`src/rtl/mips_pkg.sv`:
```
// Shared MIPS decode definitions: field widths, opcodes, ALUOp codes and the
// control-bundle structs carried through the ID/EX latch.
package mips_pkg;
  localparam int DATA_W     = 32;
  localparam int REG_COUNT  = 32;
  localparam int REG_ADDR_W = 5;

  localparam logic [5:0] OP_RTYPE = 6'b000000;
  localparam logic [5:0] OP_LW    = 6'b100011;
  localparam logic [5:0] OP_SW    = 6'b101011;
  localparam logic [5:0] OP_BEQ   = 6'b000100;

  localparam logic [1:0] ALUOP_ADD   = 2'b00;
  localparam logic [1:0] ALUOP_SUB   = 2'b01;
  localparam logic [1:0] ALUOP_FUNCT = 2'b10;

  typedef struct packed {
    logic       regdst;
    logic [1:0] aluop;
    logic       alusrc;
  } ex_ctrl_t;

  typedef struct packed {
    logic branch;
    logic memread;
    logic memwrite;
  } m_ctrl_t;

  typedef struct packed {
    logic regwrite;
    logic memtoreg;
  } wb_ctrl_t;

  typedef struct packed {
    ex_ctrl_t ex;
    m_ctrl_t  m;
    wb_ctrl_t wb;
  } ctrl_t;
endpackage

```
`src/rtl/register_file.sv`:
```
// 32-entry register file: two async read ports, one sync write port,
// r0 hardwired to zero, write-first bypass so a same-cycle write is visible.
module register_file
  import mips_pkg::*;
#(
  parameter int DATA_W    = 32,
  parameter int REG_COUNT = 32
) (
  input  logic                  clk,
  input  logic                  rst,
  input  logic                  we,
  input  logic [REG_ADDR_W-1:0] waddr,
  input  logic [DATA_W-1:0]     wdata,
  input  logic [REG_ADDR_W-1:0] raddr1,
  input  logic [REG_ADDR_W-1:0] raddr2,
  output logic [DATA_W-1:0]     rdata1,
  output logic [DATA_W-1:0]     rdata2
);
  logic [DATA_W-1:0] regs_q [REG_COUNT];
  logic [DATA_W-1:0] regs_d [REG_COUNT];
  logic              wr_en;

  assign wr_en = we && (waddr != '0);

  always_comb begin
    regs_d = regs_q;
    if (rst) begin
      for (int i = 0; i < REG_COUNT; i++) regs_d[i] = '0;
    end else if (wr_en) begin
      regs_d[waddr] = wdata;
    end
  end

  always_ff @(posedge clk) regs_q <= regs_d;

  // Bypass is gated by wr_en, so r0 never forwards a write.
  always_comb begin
    rdata1 = regs_q[raddr1];
    rdata2 = regs_q[raddr2];
    if (raddr1 == '0)                    rdata1 = '0;
    else if (wr_en && waddr == raddr1)   rdata1 = wdata;
    if (raddr2 == '0)                    rdata2 = '0;
    else if (wr_en && waddr == raddr2)   rdata2 = wdata;
  end
endmodule

```
`src/rtl/decode_stage.sv`:
```
// MIPS ID stage: control decode, register read, sign extend, and the ID/EX
// latch. Branch-taken flush zeroes only the control fields.
module decode_stage
  import mips_pkg::*;
#(
  parameter int DATA_W    = 32,
  parameter int REG_COUNT = 32
) (
  input  logic                  clk,
  input  logic                  rst,
  input  logic [31:0]           id_instr,
  input  logic [DATA_W-1:0]     id_npc,
  input  logic                  ex_mem_pc_src,
  input  logic                  mem_wb_regwrite,
  input  logic [REG_ADDR_W-1:0] mem_wb_write_reg,
  input  logic [DATA_W-1:0]     mem_wb_write_data,
  output logic [1:0]            id_ex_wb,
  output logic [2:0]            id_ex_m,
  output logic [3:0]            id_ex_ex,
  output logic [DATA_W-1:0]     id_ex_npc,
  output logic [DATA_W-1:0]     id_ex_readdat1,
  output logic [DATA_W-1:0]     id_ex_readdat2,
  output logic [DATA_W-1:0]     id_ex_sign_ext,
  output logic [4:0]            id_ex_instr_2016,
  output logic [4:0]            id_ex_instr_1511
);
  logic [5:0]        opcode;
  logic [4:0]        rs, rt, rd;
  logic [DATA_W-1:0] rdata1, rdata2, sext;
  ctrl_t             ctrl;

  ctrl_t             ctrl_d, ctrl_q;
  logic [DATA_W-1:0] npc_d, npc_q, rd1_d, rd1_q, rd2_d, rd2_q, sext_d, sext_q;
  logic [4:0]        rt_d, rt_q, rd_d, rd_q;

  assign opcode = id_instr[31:26];
  assign rs     = id_instr[25:21];
  assign rt     = id_instr[20:16];
  assign rd     = id_instr[15:11];
  assign sext   = {{(DATA_W-16){id_instr[15]}}, id_instr[15:0]};

  register_file #(.DATA_W(DATA_W), .REG_COUNT(REG_COUNT)) u_rf (
    .clk    (clk),
    .rst    (rst),
    .we     (mem_wb_regwrite),
    .waddr  (mem_wb_write_reg),
    .wdata  (mem_wb_write_data),
    .raddr1 (rs),
    .raddr2 (rt),
    .rdata1 (rdata1),
    .rdata2 (rdata2)
  );

  // Unrecognised opcodes decode to an all-zero bubble.
  always_comb begin
    ctrl = '0;
    unique case (opcode)
      OP_RTYPE: begin
        ctrl.ex = '{regdst: 1'b1, aluop: ALUOP_FUNCT, alusrc: 1'b0};
        ctrl.wb = '{regwrite: 1'b1, memtoreg: 1'b0};
      end
      OP_LW: begin
        ctrl.ex = '{regdst: 1'b0, aluop: ALUOP_ADD, alusrc: 1'b1};
        ctrl.m  = '{branch: 1'b0, memread: 1'b1, memwrite: 1'b0};
        ctrl.wb = '{regwrite: 1'b1, memtoreg: 1'b1};
      end
      OP_SW: begin
        ctrl.ex = '{regdst: 1'b0, aluop: ALUOP_ADD, alusrc: 1'b1};
        ctrl.m  = '{branch: 1'b0, memread: 1'b0, memwrite: 1'b1};
      end
      OP_BEQ: begin
        ctrl.ex = '{regdst: 1'b0, aluop: ALUOP_SUB, alusrc: 1'b0};
        ctrl.m  = '{branch: 1'b1, memread: 1'b0, memwrite: 1'b0};
      end
      default: ctrl = '0;
    endcase
  end

  always_comb begin
    ctrl_d = ex_mem_pc_src ? '0 : ctrl;
    npc_d  = id_npc;
    rd1_d  = rdata1;
    rd2_d  = rdata2;
    sext_d = sext;
    rt_d   = rt;
    rd_d   = rd;
    if (rst) begin
      ctrl_d = '0;
      npc_d  = '0;
      rd1_d  = '0;
      rd2_d  = '0;
      sext_d = '0;
      rt_d   = '0;
      rd_d   = '0;
    end
  end

  always_ff @(posedge clk) begin
    ctrl_q <= ctrl_d;
    npc_q  <= npc_d;
    rd1_q  <= rd1_d;
    rd2_q  <= rd2_d;
    sext_q <= sext_d;
    rt_q   <= rt_d;
    rd_q   <= rd_d;
  end

  assign id_ex_wb         = ctrl_q.wb;
  assign id_ex_m          = ctrl_q.m;
  assign id_ex_ex         = ctrl_q.ex;
  assign id_ex_npc        = npc_q;
  assign id_ex_readdat1   = rd1_q;
  assign id_ex_readdat2   = rd2_q;
  assign id_ex_sign_ext   = sext_q;
  assign id_ex_instr_2016 = rt_q;
  assign id_ex_instr_1511 = rd_q;
endmodule

```
`config.mk`:
```
export PLATFORM = sky130hd
export DESIGN_NAME = decode_stage
export DESIGN_NICKNAME = d
export VERILOG_FILES = /design/src/rtl/mips_pkg.sv /design/src/rtl/register_file.sv /design/src/rtl/decode_stage.sv
export SDC_FILE = /design/constraint.sdc
export NUM_CORES = 2
export LEC_CHECK = 0
export CAP_MARGIN = 20
export CORE_ASPECT_RATIO = 1.1
export CORE_MARGIN = 1
export CORE_UTILIZATION = 60
export DETAILED_ROUTE_END_ITERATION = 8
export DONT_BUFFER_PORTS = 1
export PLACE_DENSITY = 0.76
export SLEW_MARGIN = 0
export SYNTH_ARGS = -nofsm -noshare
export SYNTH_HDL_FRONTEND = slang
export SYNTH_SLANG_ARGS = --single-unit
```
`constraint.sdc`:
```
create_clock -name clk -period 3.75 [get_ports clk]
set_input_delay 0.5625 -clock clk [delete_from_list [all_inputs] [get_ports clk]]
set_output_delay 0.5625 -clock clk [all_outputs]
set_load 0.05 [all_outputs]
```
==> impl_metrics.prom <==
# TYPE chip_impl_metric gauge
chip_impl_metric{name="post_synth.cell_area_avg",unit="sq um"} 8.84
chip_impl_metric{name="cp_data_required_time",unit="ns"} 4.28
chip_impl_metric{name="wl_per_cell",unit="um"} 28.5
chip_impl_metric{name="fin_nets",unit=""} 6067
chip_impl_metric{name="period_minus_slack",unit="ns"} 3.43
chip_impl_metric{name="slew_at_the_pin_closest_to_its_max_slew_limit",unit="ns"} 4.78
chip_impl_metric{name="grt_remaining_overflow",unit=""} 0
chip_impl_metric{name="post_cts_resized",unit=""} 0
chip_impl_metric{name="fp.dieArea",unit="sq um"} 94200
chip_impl_metric{name="top_level_ports",unit=""} 252
chip_impl_metric{name="worst-r2r-setup-slack",unit="ns"} 1.42
chip_impl_metric{name="setup-tns-final",unit="ns"} 0
chip_impl_metric{name="timing.final.crit_share",unit=""} 0.915
chip_impl_metric{name="place_worst_setup_slack",unit="ns"} 0.677
chip_impl_metric{name="drive_gt1_frac",unit=""} 0.122
chip_impl_metric{name="tritoncts.num_buffers",unit=""} 116
chip_impl_metric{name="max_freq",unit="GHz"} 0.291
chip_impl_metric{name="synth_enable_flop_cells",unit=""} 0
chip_impl_metric{name="grt_pass1_vias",unit=""} 48200
chip_impl_info{name="synth_commonest_cells",value="2023 x nand2_1, 1149 x dfxtp_1, 1058 x a21oi_1"} 1
chip_impl_info{name="main_area_contributors_after_synthesis",value="dfxtp_1 41%, mux4_2 16%, nand2_1 14%, a21oi_1 9.5%, mux2i_1 5.7%"} 1
chip_impl_metric{name="placeableCoreArea",unit="sq um"} 91600
chip_impl_metric{name="hold_ws",unit="ns"} 0.00319
chip_impl_metric{name="effective_utilization_at_floorplan",unit=""} 0.609
chip_impl_info{name="synth_largest_area_cell",value="dfxtp_1"} 1
chip_impl_info{name="clockRootBuffer",value="clkbuf_16"} 1
chip_impl_metric{name="gr-usage-all-layers",unit=""} 0.430
chip_impl_metric{name="critPathMaxFanout",unit=""} 1037
chip_impl_metric{name="postSynthNetCount",unit=""} 6416
chip_impl_info{name="crit_path_start_kind",value="primary input"} 1
chip_impl_metric{name="numClockSinks",unit=""} 1149
chip_impl_metric{name="detail-route-antenna-nets",unit=""} 0
chip_impl_metric{name="num-fill-cells",unit=""} 7087
chip_impl_info{name="setup_crit_start",value="rst"} 1
chip_impl_metric{name="buffer_ports.inserted",unit=""} 0
chip_impl_metric{name="worst_setup_hold_path_clk_slew",unit="ns"} 0.06
chip_impl_metric{name="count_of_final_hold_check_violations",unit=""} 0
chip_impl_metric{name="timing.max_cap.violations",unit=""} 0
chip_impl_info{name="count_leader_synth",value="nand2_1"} 1
chip_impl_info{name="worstSetupPathType",value="primary input to register"} 1
chip_impl_metric{name="timing.critical_path.depth",unit=""} 1
chip_impl_info{name="min-delay-path-class",value="primary input to register"} 1
chip_impl_metric{name="final-setup-viol-count",unit=""} 0
chip_impl_metric{name="post-synth-top-area-fraction",unit=""} 0.413
chip_impl_info{name="violations_in_the_final_reports",value="slew limit"} 1
chip_impl_info{name="run_status",value="complete, but fails checks"} 1
chip_impl_metric{name="share_of_synthesized_registers_carrying_an_async_set_or_reset",unit=""} 0
chip_impl_metric{name="biggest_cell_delay_along_the_critical_path",unit="ns"} 1.20
chip_impl_metric{name="route.vias.total",unit=""} 50900
chip_impl_metric{name="avgViaCountPerCell",unit=""} 6.97
chip_impl_metric{name="placementRows",unit=""} 116
chip_impl_info{name="path_delay_family",value="compound AO/OA/AOI/OAI gates"} 1
chip_impl_metric{name="drcViolationCount",unit=""} 0
chip_impl_metric{name="first_iter_violations",unit=""} 7987
chip_impl_metric{name="power_leakage",unit="nW"} 20.4
chip_impl_info{name="dominantRegCellSynth",value="dfxtp_1"} 1
chip_impl_metric{name="globalplace.congestion",unit=""} 0.901
chip_impl_metric{name="slew_headroom",unit=""} -2.19
chip_impl_metric{name="maxSlewViolCount",unit=""} 1058
chip_impl_metric{name="netlist-cell-type-count",unit=""} 38
chip_impl_metric{name="post_synth_instance_area",unit="sq um"} 55800
chip_impl_info{name="cp_cell_sequence",value="a21oi_1"} 1
chip_impl_metric{name="clock_tree.buffer_depth",unit=""} 3
chip_impl_metric{name="finalClockSkew",unit="ns"} 0.0440
chip_impl_metric{name="placed_cell_count",unit=""} 6958
chip_impl_info{name="grt_setup_unrepaired",value="false"} 1
chip_impl_metric{name="dieHeight",unit="um"} 322
chip_impl_metric{name="dieWidth",unit="um"} 293
chip_impl_metric{name="cell_area_power_density",unit="nW/um^2"} 430
chip_impl_metric{name="ctsHtreeMaxLevel",unit=""} 3
chip_impl_metric{name="area.growth.synth_to_final",unit="%"} 9.37
chip_impl_metric{name="final.setup.worst_slack",unit="ns"} 0.319
chip_impl_metric{name="grt_first_pass_wirelength",unit="mm"} 304
chip_impl_metric{name="syn_inst",unit=""} 6311
chip_impl_info{name="tritoncts",value="yes"} 1
chip_impl_metric{name="route.final.wire_length",unit="mm"} 208
chip_impl_metric{name="detailedRoute.firstPassIterationCount",unit=""} 8
chip_impl_metric{name="layout.cells.non_filler",unit=""} 7299
chip_impl_info{name="worst_setup_path_end_kind",value="register"} 1
chip_impl_metric{name="critical_path_buf_inv_count",unit=""} 0
chip_impl_info{name="worst_r2r_startpoint",value="u_rf.regs_q[898]"} 1
chip_impl_metric{name="maximum_number_of_pins_on_one_net_before_global_route_repair",unit=""} 1038
chip_impl_metric{name="synth_seq_cells",unit=""} 1149
chip_impl_metric{name="post-dp-hpwl",unit="mm"} 105
chip_impl_info{name="crit_end",value="u_rf.regs_q[558]"} 1
chip_impl_info{name="critical_path.slowest_cell",value="a21oi_1"} 1
chip_impl_metric{name="vdd_drop_max",unit="mV"} 0.400
chip_impl_metric{name="worst_r2r_path_depth",unit=""} 5
chip_impl_info{name="r2r-end",value="id_ex_readdat1[2]"} 1
chip_impl_metric{name="warnings_synthesis",unit=""} 0
chip_impl_metric{name="antenna_violations_before_repair",unit=""} 6
chip_impl_metric{name="worstPathArrival",unit="ns"} 3.96
chip_impl_metric{name="clk_latency",unit="ns"} 0.72
chip_impl_metric{name="ys_seq_area_frac",unit=""} 0.413
[cell families (layout without fill, tap and decap cells)]
family / after synthesis / count (layout) / synth area share
flip-flops: 1149 / 1149 / 0.413
multiplexers: 704 / 704 / 0.213
other: 0 / 5 / 0
AO/OA/AOI/OAI: 1511 / 1511 / 0.161
AND/OR/NAND/NOR: 2250 / 2250 / 0.160
XOR/XNOR: 10 / 10 / 0.00157
buffers and inverters: 687 / 431 / 0.0526
[layout make-up]
cell class	count	area, sq um	share of cell area
repair buffers	216	2360	0.0387
multi-input cells	4475	30200	0.494
diodes	5	12.5	0.000205
flip-flops and latches	1149	23000	0.377
clock inverters	44	513	0.00841
well taps	1239	1550	0.0254
inverters	4	15.0	0.000246
clock buffers	167	3380	0.0554
[power breakdown]
part | total [mW] | leakage [nW] | switching [mW] | internal, mW
Clock | 11.9 | 1.93 | 5.10 | 6.80
Combinational | 1.53 | 9.15 | 0.849 | 0.680
Sequential | 12.8 | 9.29 | 0.415 | 12.4
Total | 26.2 | 20.4 | 6.37 | 19.8
[stage by stage]
step                      area [sq um]  utilization  power (mW)
after floorplan                  55800            -        14.4
after global placement           55600        0.607        14.1
after detailed placement         55600        0.607        14.1
after CTS                        60900        0.665        26.1
after global routing             61000        0.666        26.7
final                            61000        0.666        26.2
[per-layer routing]
metal / global-route usage / up-vias / share of wire
li1: - / 21400 / -
met2: 0.637 / 4155 / 0.43
met1: 0.515 / 24200 / 0.33
met5: 0.00156 / - / 0.00020
met4: 0.352 / 6 / 0.094
met3: 0.132 / 1175 / 0.15
[what timing repair did]
action                                 4_1_cts  5_1_grt
buffers inserted                             0        0
hold buffers                               123        0
endpoints found under the hold margin      871        0
[cell usage in the layout (no fill, tap or decap), types with 4 or more instances in the layout]
cell and count:
a221oi_1 128, mux2i_1 320, clkbuf_16 119, nand2_1 2023, nor4_1 6, nor2_4 33, dlygate4sd3_1 101, nand3_1 4
buf_12 34, o21bai_1 64, nor2b_1 149, bufinv_16 8, dfxtp_1 1148, clkbuf_8 24, a211o_1 64, clkinv_2 27
or2_2 5, mux4_2 384, a22oi_1 64, buf_4 78, inv_1 4, nor2_1 8, a211oi_1 128, diode_2 5
o31ai_4 5, xnor2_1 10, a21oi_1 1058, clkbuf_1 25
[worst min-delay path by stage]
stage                                     start          endpoint  slack [ns]  cells past startpoint
final                     mem_wb_write_data[26]  u_rf.regs_q[570]       0.003                      2
after global routing       mem_wb_write_data[2]  u_rf.regs_q[194]       0.002                      2
after CTS                  mem_wb_write_data[0]  u_rf.regs_q[608]     0.00006                      2
after detailed placement       u_rf.regs_q[271]  u_rf.regs_q[271]        0.46                      2
after global placement          u_rf.regs_q[47]   u_rf.regs_q[47]        0.45                      2
after floorplan                u_rf.regs_q[320]  u_rf.regs_q[320]        0.44                      2
[registers in the layout, summed over array words and instances, names as in the netlist, 3 cells and up]
name / cells
id_ex_sign_ext: 16
id_ex_npc: 32
id_ex_readdat1: 32
u_rf.regs_q: 1024
id_ex_m: 3
id_ex_instr_2016: 5
id_ex_ex: 3
id_ex_readdat2: 32
Power figures use the tool's default switching activity.
